[src/rtl/pipeline_hazard_controller.sv]
// Pipeline sequencing beside the ID stage: load-use bubbles, redirect flushes,
// data-memory freeze with a timeout fault, and a saturating stall-cycle counter.
module pipeline_hazard_controller #(
    parameter int TIMEOUT = 255,
    parameter int CNT_W   = 8,
    parameter int PERF_W  = 32
) (
    input  logic              clk,
    input  logic              rst_n,
    input  logic [4:0]        id_rs1,
    input  logic [4:0]        id_rs2,
    input  logic              id_uses_rs2,
    input  logic [4:0]        ex_rd,
    input  logic              ex_MemReadEn,
    input  logic              ex_redirect,
    input  logic              mem_access,
    input  logic              mem_ready,
    output logic              PCWrite,
    output logic              IF_IDWrite,
    output logic              IF_IDFlush,
    output logic              ID_EXBubble,
    output logic              pipe_hold,
    output logic              mem_timeout,
    output logic [PERF_W-1:0] stall_cycles
);

    typedef enum logic [1:0] {
        RUN      = 2'd0,
        MEM_WAIT = 2'd1,
        FAULT    = 2'd2
    } state_t;

    state_t           state, state_next;
    logic [CNT_W-1:0] wait_cnt, wait_cnt_next;
    logic             lu, mw;

    // x0 is hardwired zero, so a load targeting it can never create a dependency.
    assign lu = ex_MemReadEn && (ex_rd != 5'd0) &&
                ((ex_rd == id_rs1) || (id_uses_rs2 && (ex_rd == id_rs2)));
    assign mw = mem_access && !mem_ready;

    // NOTE: sequential state uses non-blocking assignments so every register
    // samples pre-edge values; combinational blocks use blocking assignments.
    always_ff @(posedge clk or negedge rst_n) begin
        if (!rst_n) begin
            state    <= RUN;
            wait_cnt <= '0;
        end else begin
            state    <= state_next;
            wait_cnt <= wait_cnt_next;
        end
    end

    // NOTE: every signal written here gets a default first so no latch is inferred.
    always_comb begin
        state_next    = state;
        wait_cnt_next = wait_cnt;
        unique case (state)
            RUN: begin
                if (mw) begin
                    state_next    = MEM_WAIT;
                    wait_cnt_next = CNT_W'(1);
                end else begin
                    wait_cnt_next = '0;
                end
            end
            MEM_WAIT: begin
                if (!mw) begin
                    state_next    = RUN;
                    wait_cnt_next = '0;
                end else if (wait_cnt == CNT_W'(TIMEOUT)) begin
                    state_next = FAULT;
                end else begin
                    wait_cnt_next = wait_cnt + CNT_W'(1);
                end
            end
            FAULT:   state_next = FAULT;
            default: begin
                state_next    = RUN;
                wait_cnt_next = '0;
            end
        endcase
    end

    // Reset is decoded directly so the pipeline is quiesced without waiting for a clock.
    always_comb begin
        PCWrite     = 1'b1;
        IF_IDWrite  = 1'b1;
        IF_IDFlush  = 1'b0;
        ID_EXBubble = 1'b0;
        pipe_hold   = 1'b0;
        if (!rst_n) begin
            PCWrite     = 1'b0;
            IF_IDWrite  = 1'b0;
            IF_IDFlush  = 1'b1;
            ID_EXBubble = 1'b1;
        end else if (state == FAULT) begin
            PCWrite     = 1'b0;
            IF_IDWrite  = 1'b0;
            ID_EXBubble = 1'b1;
            pipe_hold   = 1'b1;
        end else if (mw) begin
            PCWrite    = 1'b0;
            IF_IDWrite = 1'b0;
            pipe_hold  = 1'b1;
        end else if (ex_redirect) begin
            IF_IDFlush  = 1'b1;
            ID_EXBubble = 1'b1;
        end else if (lu) begin
            PCWrite     = 1'b0;
            IF_IDWrite  = 1'b0;
            ID_EXBubble = 1'b1;
        end
    end

    assign mem_timeout = (state == FAULT);

    always_ff @(posedge clk or negedge rst_n) begin
        if (!rst_n) begin
            stall_cycles <= '0;
        end else if (!PCWrite && (stall_cycles != {PERF_W{1'b1}})) begin
            stall_cycles <= stall_cycles + PERF_W'(1);
        end
    end

endmodule

[config.mk]
export PLATFORM = sky130hd
export DESIGN_NAME = pipeline_hazard_controller
export DESIGN_NICKNAME = d
export VERILOG_FILES = /design/src/rtl/pipeline_hazard_controller.sv
export SDC_FILE = /design/constraint.sdc
export NUM_CORES = 1
export LEC_CHECK = 0
export CORE_UTILIZATION = 50
export CTS_BUF_LIST = sky130_fd_sc_hd__clkbuf_2
export DETAILED_ROUTE_END_ITERATION = 10
export PLACE_DENSITY = 0.91
export SLEW_MARGIN = 20
export SYNTH_ARGS = -nofsm -noshare
export SYNTH_HDL_FRONTEND = slang
export SYNTH_SLANG_ARGS = --single-unit
[constraint.sdc]
create_clock -name clk -period 2.5 [get_ports clk]
set_input_delay 0.5 -clock clk [delete_from_list [all_inputs] [get_ports clk]]
set_output_delay 0.5 -clock clk [all_outputs]
set_load 0.03 [all_outputs]
# Yosys cells after proc, flatten, opt, wreduce, memory -nomap -nowiden
# Index checks and enable logic that the tools add are counted.
[totals]
register_bits = 42
latch_bits = 0
ramBits = 0
mem_bits_ro = 0
input_bits = 22
elab_cells = 52
mem_count = 0
[op_classes]
n_addsub = 2
n_mul = 0
div = 0
n_lt_le_gt_ge = 0
n_eq_ne = 9
n_shift = 0
n_mux = 25
n_bitwise = 1
reduce_logical = 12
[ops]
columns = ["op", "n"]
rows = [
  ["32-bit by 1-bit adder with 32-bit output, second input constant", 1],
  ["32-bit != test, second input constant", 1],
  ["8-bit one-hot mux with 3 select lines", 1],
  ["1-bit 2-to-1 mux", 18],
  ["8-bit 2-to-1 mux", 2],
  ["5-bit == test", 2],
  ["8-bit by 1-bit adder with 8-bit output, second input constant", 1],
  ["8-bit == test, second input constant", 1],
  ["2-bit 2-to-1 mux", 3],
  ["3-bit != test, second input constant", 2],
  ["2-bit one-hot mux with 3 select lines", 1],
  ["1-bit logical AND", 5],
  ["5-bit nonzero test", 1],
  ["2-bit AND reduction", 2],
  ["2-bit by 1-bit == test with 1-bit output, second input constant", 1],
  ["2-bit == test, second input constant", 1],
  ["1-bit zero test", 2],
  ["2-bit zero test", 1],
  ["2-bit != test, second input constant", 1],
  ["1-bit logical OR", 1],
  ["1-bit NOT", 1],
]

# Depth between registers and ports, before layout
# Gate-level depths: netlist of run 1.
[logic_depth]
depth_word = 11
depth_mapped = 8
depth_no_buf = 7

# Worst setup path before layout of run 1
# Ideal clock, no wire load.
[synth_path]
kind = "input -> output"
startpoint = "input ex_rd[4]"
endpoint = "output PCWrite"
arrival_ns = 1.809
required_time_ns = 2.000
path_slack_ns = 0.191
path_stages = 6
cell_sequence = "xnor2_1 nand3_1 o22a_1 o31ai_4 inv_1 buf_4"
[synth_via]
elab_chain_len = 9
[synth_lines]
columns = ["element", "line", "source"]
rows = [
  ["start, declared", "13", "input logic [4:0] ex_rd,"],
  ["5-bit == test", "39", "((ex_rd == id_rs1) || (id_uses_rs2 && (ex_rd == id_rs2)));"],
  ["1-bit logical AND", "39", ""],
  ["1-bit logical OR", "39", ""],
  ["1-bit logical AND *", "38", "assign lu = ex_MemReadEn && (ex_rd != 5'd0) &&"],
  ["1-bit 2-to-1 mux * (5 in a row)", "n/a", ""],
  ["end, declared", "18", "output logic PCWrite,"],
]
# Every way passes the cells marked *; elsewhere a longest branch is shown, timed or not.

# Final worst setup path of run 1
[layout_path]
startpoint = "input ex_rd[1]"
endpoint = "output ID_EXBubble"
[layout_via]
elab_chain_len = 9
[layout_lines]
columns = ["element", "line", "source"]
rows = [
  ["5-bit == test", "39", ""],
  ["1-bit logical AND", "39", ""],
  ["1-bit logical OR", "39", ""],
  ["1-bit logical AND *", "38", ""],
  ["1-bit 2-to-1 mux *", "109", "end else if (lu) begin"],
  ["1-bit 2-to-1 mux *", "106", "end else if (ex_redirect) begin"],
  ["1-bit 2-to-1 mux *", "102", "end else if (mw) begin"],
  ["1-bit 2-to-1 mux *", "97", "end else if (state == FAULT) begin"],
  ["1-bit 2-to-1 mux *", "92", "if (!rst_n) begin"],
  ["end, declared", "21", "output logic ID_EXBubble,"],
]
# Marked as above.

==> results of run 1 <==
-- state kept, by name, indices dropped and copies added (netlist names) --
register	count
wait_cnt	8
state	2
stall_cycles	32
-- layer usage --
metal | vias to the layer above | global-route usage | wire length, um
li1 | 928 | - | -
met4 | 0 | 0.0884 | 132
met1 | 935 | 0.313 | 2290
met2 | 83 | 0.376 | 2810
met3 | 12 | 0.0669 | 438
met5 | - | 0 | 0
-- Yosys cell counts, drive strengths merged --
master  number  share of area
a211o        1         0.0077
nand3       17          0.037
buf          4          0.016
ha           2          0.011
a31oi        1         0.0027
nor2        25          0.041
or4          1         0.0033
and2         3         0.0082
o31ai        1         0.0093
o22a         1         0.0038
nor2b        1         0.0027
xnor2       22          0.085
and4         9          0.037
xor2        25          0.096
nand4       10          0.027
o21ai        2         0.0060
o21a         2         0.0066
mux2         3          0.015
and3        10          0.027
nor4         2         0.0055
dfrtp       42           0.46
o22ai        1         0.0027
a41oi        1         0.0038
nand2       18          0.030
inv          4         0.0066
or2          1         0.0027
a21oi        2         0.0044
a32o         1         0.0044
nor3         7          0.027
or3          1         0.0027
nand2b       2         0.0055
-- cell families after synthesis --
family / Yosys count / share of synthesized area
and+or+nand+nor: 107 / 0.258
xor gates and xnor gates: 47 / 0.181
DFF: 42 / 0.461
AOI/OAI and AO/OA: 13 / 0.0516
buffers and inverters: 8 / 0.0231
muxes: 3 / 0.0148
adders and majority gates: 2 / 0.0110
-- report_power, final --
group	switching, mW	internal (mW)
combinational	0.380	0.294
sequential	0.0994	0.765
clock	0.227	0.266
-- worst max path at each step --
| stage | from | end | slack (ns) | cells after the start |
|---|---|---|---|---|
| floorplan | ex_rd[4] | PCWrite | 0.19 | 6 |
| global placement | ex_rd[1] | ID_EXBubble | -0.53 | 7 |
| detailed placement | ex_rd[1] | ID_EXBubble | -0.56 | 7 |
| CTS | id_rs1[2] | PCWrite | 0.007 | 8 |
| global route | ex_rd[0] | PCWrite | -0.06 | 8 |
| finish | ex_rd[1] | ID_EXBubble | 0.03 | 7 |
-- final cells by class --
class,count,area (um2)
multi-input cells,172,1200
clock inverters,3,63.8
clock buffers,5,25.0
fillers,309,1220
inverters,4,15.0
flip-flops and latches,42,1050
repair buffers,73,711
well taps,52,65.1
-- timing repair --
action                                  4_1_cts  5_1_grt
pin swaps                                     4       14
buffers inserted                              2        1
endpoints found under the setup margin        3        4
resized for setup                            16       17
-- through the flow --
stage          instances  TNS (ns)
6_report             351         0
5_1_grt              351    -0.135
4_1_cts              350         0
3_5_place_dp         340     -4.45
3_3_place_gp         340     -2.59
2_1_floorplan        222         0
-- critical path, cell delays in order --
cell	delay (ns)
dlygate4sd2_1	0.28
or4_4	0.56
o21ai_4	0.16
nor2_2	0.04
o21ai_1	0.14
nand3_1	0.12
buf_6	0.16
==> impl_metrics.tcl, run 1 <==
set metrics [dict create \
    outcome "finished clean" \
    wirelength_mm 5.68 \
    grt_pass1_wl_mm 9.18 \
    clk_path_buf_depth 2 \
    num-nets-final 322 \
    gp_congestion 0.790 \
    antenna_found_initial 0 \
    design_area_um2 3130 \
    max_freq_ghz 0.405 \
    hp-class "in -> async" \
    grt_max_degree 44 \
    irDropWorstVdd_mv 0.539 \
    synth-seq-cells 42 \
    vias 1958 \
    ctsRootBufferMaster "clkbuf_2" \
    worst-endpoint-arrival_ns 1.97 \
    synth_area_um2 2280 \
    dr.pass1.iters 4 \
    wl_per_cell_um 16.2 \
    syn-num-nets 246 \
    cts-buffers-inserted 5 \
    final_util 0.720 \
    grt_usage 0.239 \
    regToRegSetupSlack_ns 0.39 \
    maxCapViolations 0 \
    critPathKind "in -> out" \
    power_density_nw_per_um2 648 \
    core_um2 4350 \
    layout_commonest_cell "dfrtp_1" \
    slew_violations 0 \
    yosys_warnings 0 \
    htreeDepth 2 \
    grt-ovfl-total 0 \
    path_clk_slew_ns 0.22 \
    timing.final.crit_share 0.987 \
    cts_hold_buf 0 \
    row_count 24 \
    routed_via_density 5.58 \
    drtIter0Drc 124 \
    drc 0 \
    start_util 0.523 \
    start_kind "primary input" \
    io_pins 60 \
    grt_pass1_vias 1906 \
    cp-end-kind "output pin" \
    setup_ws_ns 0.0317 \
    ys_seq_area_frac 0.461 \
    dp_worst_setup_slack_ns -0.560 \
    power_mw 2.03 \
    p_leak_nw 1.37 \
    clock-sinks 42 \
    antenna_left 0 \
    synthCells 222 \
    r2r_cells 7 \
    tightest_slew_ns 0.537 \
    layout_common_cells "42 x dfrtp_1, 37 x clkdlybuf4s50_1, 25 x xor2_1, 24 x nor2_1, 20 x xnor2_1" \
    antenna_cells 0 \
    area_delta_synth_final_pct 37.6 \
    hold_viol 0 \
    worstPathRequired_ns 2.00 \
    hold_ws_ns 0.179 \
    setup_viol 0 \
    die_area_um2 4830 \
    die_h_um 69.5 \
    die_w_um 69.5 \
    clock_latency_ns 0.41 \
    clock_skew_ns 0.0164 \
    dp.final_hpwl_mm 3.66 \
    drive_gt1_frac 0.144 \
    min_period_ns 2.47 \
    reg2reg_from "stall_cycles[7]$_DFFE_PN0P_" \
    maxSlewHeadroom 0.642 \
    synth_area_per_cell_um2 10.3 \
    crit_fanout 3 \
    cts_tree "yes" \
    synth_cell_types 37 \
    port_buffers 59 \
    rr_endpoint "stall_cycles[26]$_DFFE_PN0P_" \
    placed_area_um2 2960 \
]
No activity file was read; power rests on OpenSTA's default activity.
==> inputs of run 2 (changes only) <==
--- a/config.mk
+++ b/config.mk
@@ -5,10 +5,12 @@
 export SDC_FILE = /design/constraint.sdc
 export NUM_CORES = 1
 export LEC_CHECK = 0
-export CORE_UTILIZATION = 50
+export ABC_AREA = 1
+export CORE_ASPECT_RATIO = 2
+export CORE_UTILIZATION = 54
 export CTS_BUF_LIST = sky130_fd_sc_hd__clkbuf_2
 export DETAILED_ROUTE_END_ITERATION = 10
-export PLACE_DENSITY = 0.91
+export PLACE_DENSITY = 0.92
 export SLEW_MARGIN = 20
 export SYNTH_ARGS = -nofsm -noshare
 export SYNTH_HDL_FRONTEND = slang
==> run 2 against run 1 <==
  * Cell area up 18%
  * Count of clock-buffer cells in the layout unchanged
  * Core utilization is 2.9 points lower
  * Hold slack improved by 0.18 ns
  * First-iteration DRC count shrank 24%
  * Via count is 63% higher
  * Register-to-register slack got worse by 0.03 ns
  * Die area grew 21%
  * Area after synthesis is 31% higher
  * Global-route usage is 8.5 points higher
  * Combinational power decreased by 37%
  * Sequential share of layout area decreased by 5.2 points
  * Critical endpoint is now IF_IDWrite
==> impl_metrics.tcl, run 2 <==
set metrics [dict create \
    critical_path.top_delay_family "buffers and inverters" \
    rsz0062_at_grt "no" \
    multi_input_area_um2 1700 \
    htreeDepth 2 \
    drtIter0Drc 94 \
    synth.area.top_cells "dfrtp_1 35%, nand2_1 23%, nand3_1 8.7%" \
    crit_path_max_incr_delay_ns 0.48 \
    slowest_stage "clkdlybuf4s50_1" \
    clock-sinks 42 \
    clk_path_buf_depth 2 \
    layout_common_cells "187 x nand2_1, 54 x nor2_1, 52 x nand3_1, 51 x clkdlybuf4s50_1, 43 x inv_1" \
    io_pins 60 \
    synth_cell_types 26 \
    grt-ovfl-total 0 \
    ctsRootBufferMaster "clkbuf_2" \
    cts_setup_buffers 0 \
    yosysTopAreaCellShare 0.352 \
    hold_ws_ns 0.364 \
    die_area_um2 5850 \
    min_period_ns 2.39 \
    tightest_slew_ns 0.518 \
    yosysMostFrequentCell "nand2_1" \
    drc 0 \
    drive_gt1_frac 0.0658 \
    wl_per_cell_um 14.1 \
    grt_pass1_wl_mm 13.6 \
    num-nets-final 555 \
    synth_area_per_cell_um2 6.45 \
    layout_commonest_cell "nand2_1" \
    wirelength_mm 8.36 \
    synth_edf_count 0 \
    die_w_um 54.6 \
    finalSetupTns_ns 0 \
    row_count 38 \
    cpMostUsedCell "nand2_1" \
    path_clk_slew_ns 0.23 \
    synth_commonest_cells "187 x nand2_1, 54 x nor2_1, 52 x nand3_1" \
    cp_cell_sequence "clkdlybuf4s50_1 -> inv_1 -> nand2_1 -> nand2_1 -> nor2_1 -> nand3_1 -> nand2_1 -> nand3_1 -> nand2_1 -> inv_1 -> buf_4" \
    gp_congestion 1.01 \
    grt_usage 0.324 \
    crit_fanout 4 \
    hp-class "in -> async" \
    maxSlewHeadroom 0.652 \
    cp-end-kind "output pin" \
    dr.pass1.iters 4 \
    final_util 0.691 \
    synthCells 463 \
    worst-endpoint-arrival_ns 1.89 \
    worstPathRequired_ns 2.00 \
    max_freq_ghz 0.418 \
    grt_max_degree 40 \
    synth_top_area_cell "dfrtp_1" \
    cts-buffers-inserted 5 \
    p_leak_nw 1.84 \
    setup_viol 0 \
    antenna_found_initial 0 \
    power_density_nw_per_um2 410 \
    vias 3182 \
    area_delta_synth_final_pct 24.2 \
    syn-num-nets 487 \
    synth_area_um2 2990 \
    outcome "finished clean" \
    cts_tree "yes" \
    path_buf_inv 4 \
    reg_top3 "stall_cycles (32), wait_cnt (8), state (2)" \
    antenna_cells 0 \
    timing.final.crit_share 0.956 \
    hold_viol 0 \
    routed_via_density 5.38 \
    async_flop_share 1.00 \
    irDropWorstVdd_mv 0.356 \
    antenna_left 0 \
    ys_seq_area_frac 0.352 \
    yosys_warnings 0 \
    maxCapViolations 0 \
    start_util 0.556 \
    startpoint "ex_rd[0]" \
    clock_skew_ns 0.0396 \
    largest-register "stall_cycles" \
    start_kind "primary input" \
    placed_area_um2 3650 \
    die_h_um 107 \
    ff_latch_area_um2 1050 \
    design_area_um2 3710 \
    critPathKind "in -> out" \
    synth-seq-cells 42 \
    dp.final_hpwl_mm 6.63 \
    fillCellCount 487 \
    grt_pass1_vias 3138 \
    ys.flop_type "dfrtp_1" \
    port_buffers 59 \
    clock_latency_ns 0.46 \
    slew_violations 0 \
    reg2reg_from "stall_cycles[1]$_DFFE_PN0P_" \
    core_um2 5370 \
    largest_reg_flops 32 \
]
run 2: cell count changes in the layout (fill, tap and decap cells not counted), moves of 5 or more:
cell             delta
nand2_1           +169
inv_1              +40
nand3_1            +35
nor2_1             +30
clkdlybuf4s50_1    +14
xnor2_1            -14
and3_1             -10
nand3b_1           +10
xor2_1             -10
dlymetal6s2s_1      -8
and4_1              -7
o21ai_0             +7
dlygate4sd2_1       -5
nor3_1              +5
run 2: per-stage QoR:
step | total power, mW | worst slack (ns) | instances
detailed placement | 1.22 | -0.0275 | 583
finish | 1.52 | 0.110 | 592
global route | 1.59 | 0.00143 | 592
global placement | 1.21 | 0.0546 | 583
CTS | 1.53 | 0.0466 | 592
floorplan | 1.03 | 0.105 | 463
run 2: layer usage:
metal | share of wire | global-route usage
met5 | 0 | 0
met4 | 0.081 | 0.273
met3 | 0.040 | 0.0567
met2 | 0.54 | 0.552
met1 | 0.34 | 0.306
run 2: final timing paths:
path	endpoint	slack, ns	cells after the start
setup / recovery	IF_IDWrite	0.11	11
hold / removal	stall_cycles[29]$_DFFE_PN0P_	0.36	2
setup reg to reg	stall_cycles[23]$_DFFE_PN0P_	0.36	12
hold reg to reg	state[0]$_DFFE_PN0P_	0.49	1
max in group asynchronous	stall_cycles[28]$_DFFE_PN0P_	1.38	3
min in group clk	state[0]$_DFFE_PN0P_	0.49	1
run 2: where the power goes:
group	switching (mW)	internal [mW]
registers	0.0618	0.719
logic	0.252	0.175
clock network	0.246	0.0683
run 2: layout make-up:
class | instances | share of cell area
clock inverter | 3 | 0.00573
sequential | 42 | 0.283
multi-input combinational | 367 | 0.459
timing repair buffer | 71 | 0.181
clock buffer | 5 | 0.00674
tap | 60 | 0.0202
inverter | 44 | 0.0445
run 2: logic make-up (layout without fill, tap and decap cells):
kind of cell	Yosys count	in the layout	share of synthesized area
xor gates and xnor gates	21	21	0.0616
AOI/OAI and AO/OA	13	13	0.0239
DFF	42	42	0.352
and+or+nand+nor	331	331	0.476
buffers and inverters	54	123	0.0783
adders and majority gates	2	2	0.00837
run 2: timing repair:
item,CTS,global route
gates cloned,0,0
gates resized for setup,1,3
hold buffers,1,0
endpoints found under the setup margin,1,4
hold endpoints to repair,3,0
==> inputs of run 3 (changes only) <==
--- a/config.mk
+++ b/config.mk
@@ -11,7 +11,7 @@
 export CTS_BUF_LIST = sky130_fd_sc_hd__clkbuf_2
 export DETAILED_ROUTE_END_ITERATION = 10
 export PLACE_DENSITY = 0.92
-export SLEW_MARGIN = 20
+export SLEW_MARGIN = 30
 export SYNTH_ARGS = -nofsm -noshare
 export SYNTH_HDL_FRONTEND = slang
 export SYNTH_SLANG_ARGS = --single-unit
==> results of run 3 <==
The final DEF is identical to that of run 2; final timing and power are the same.
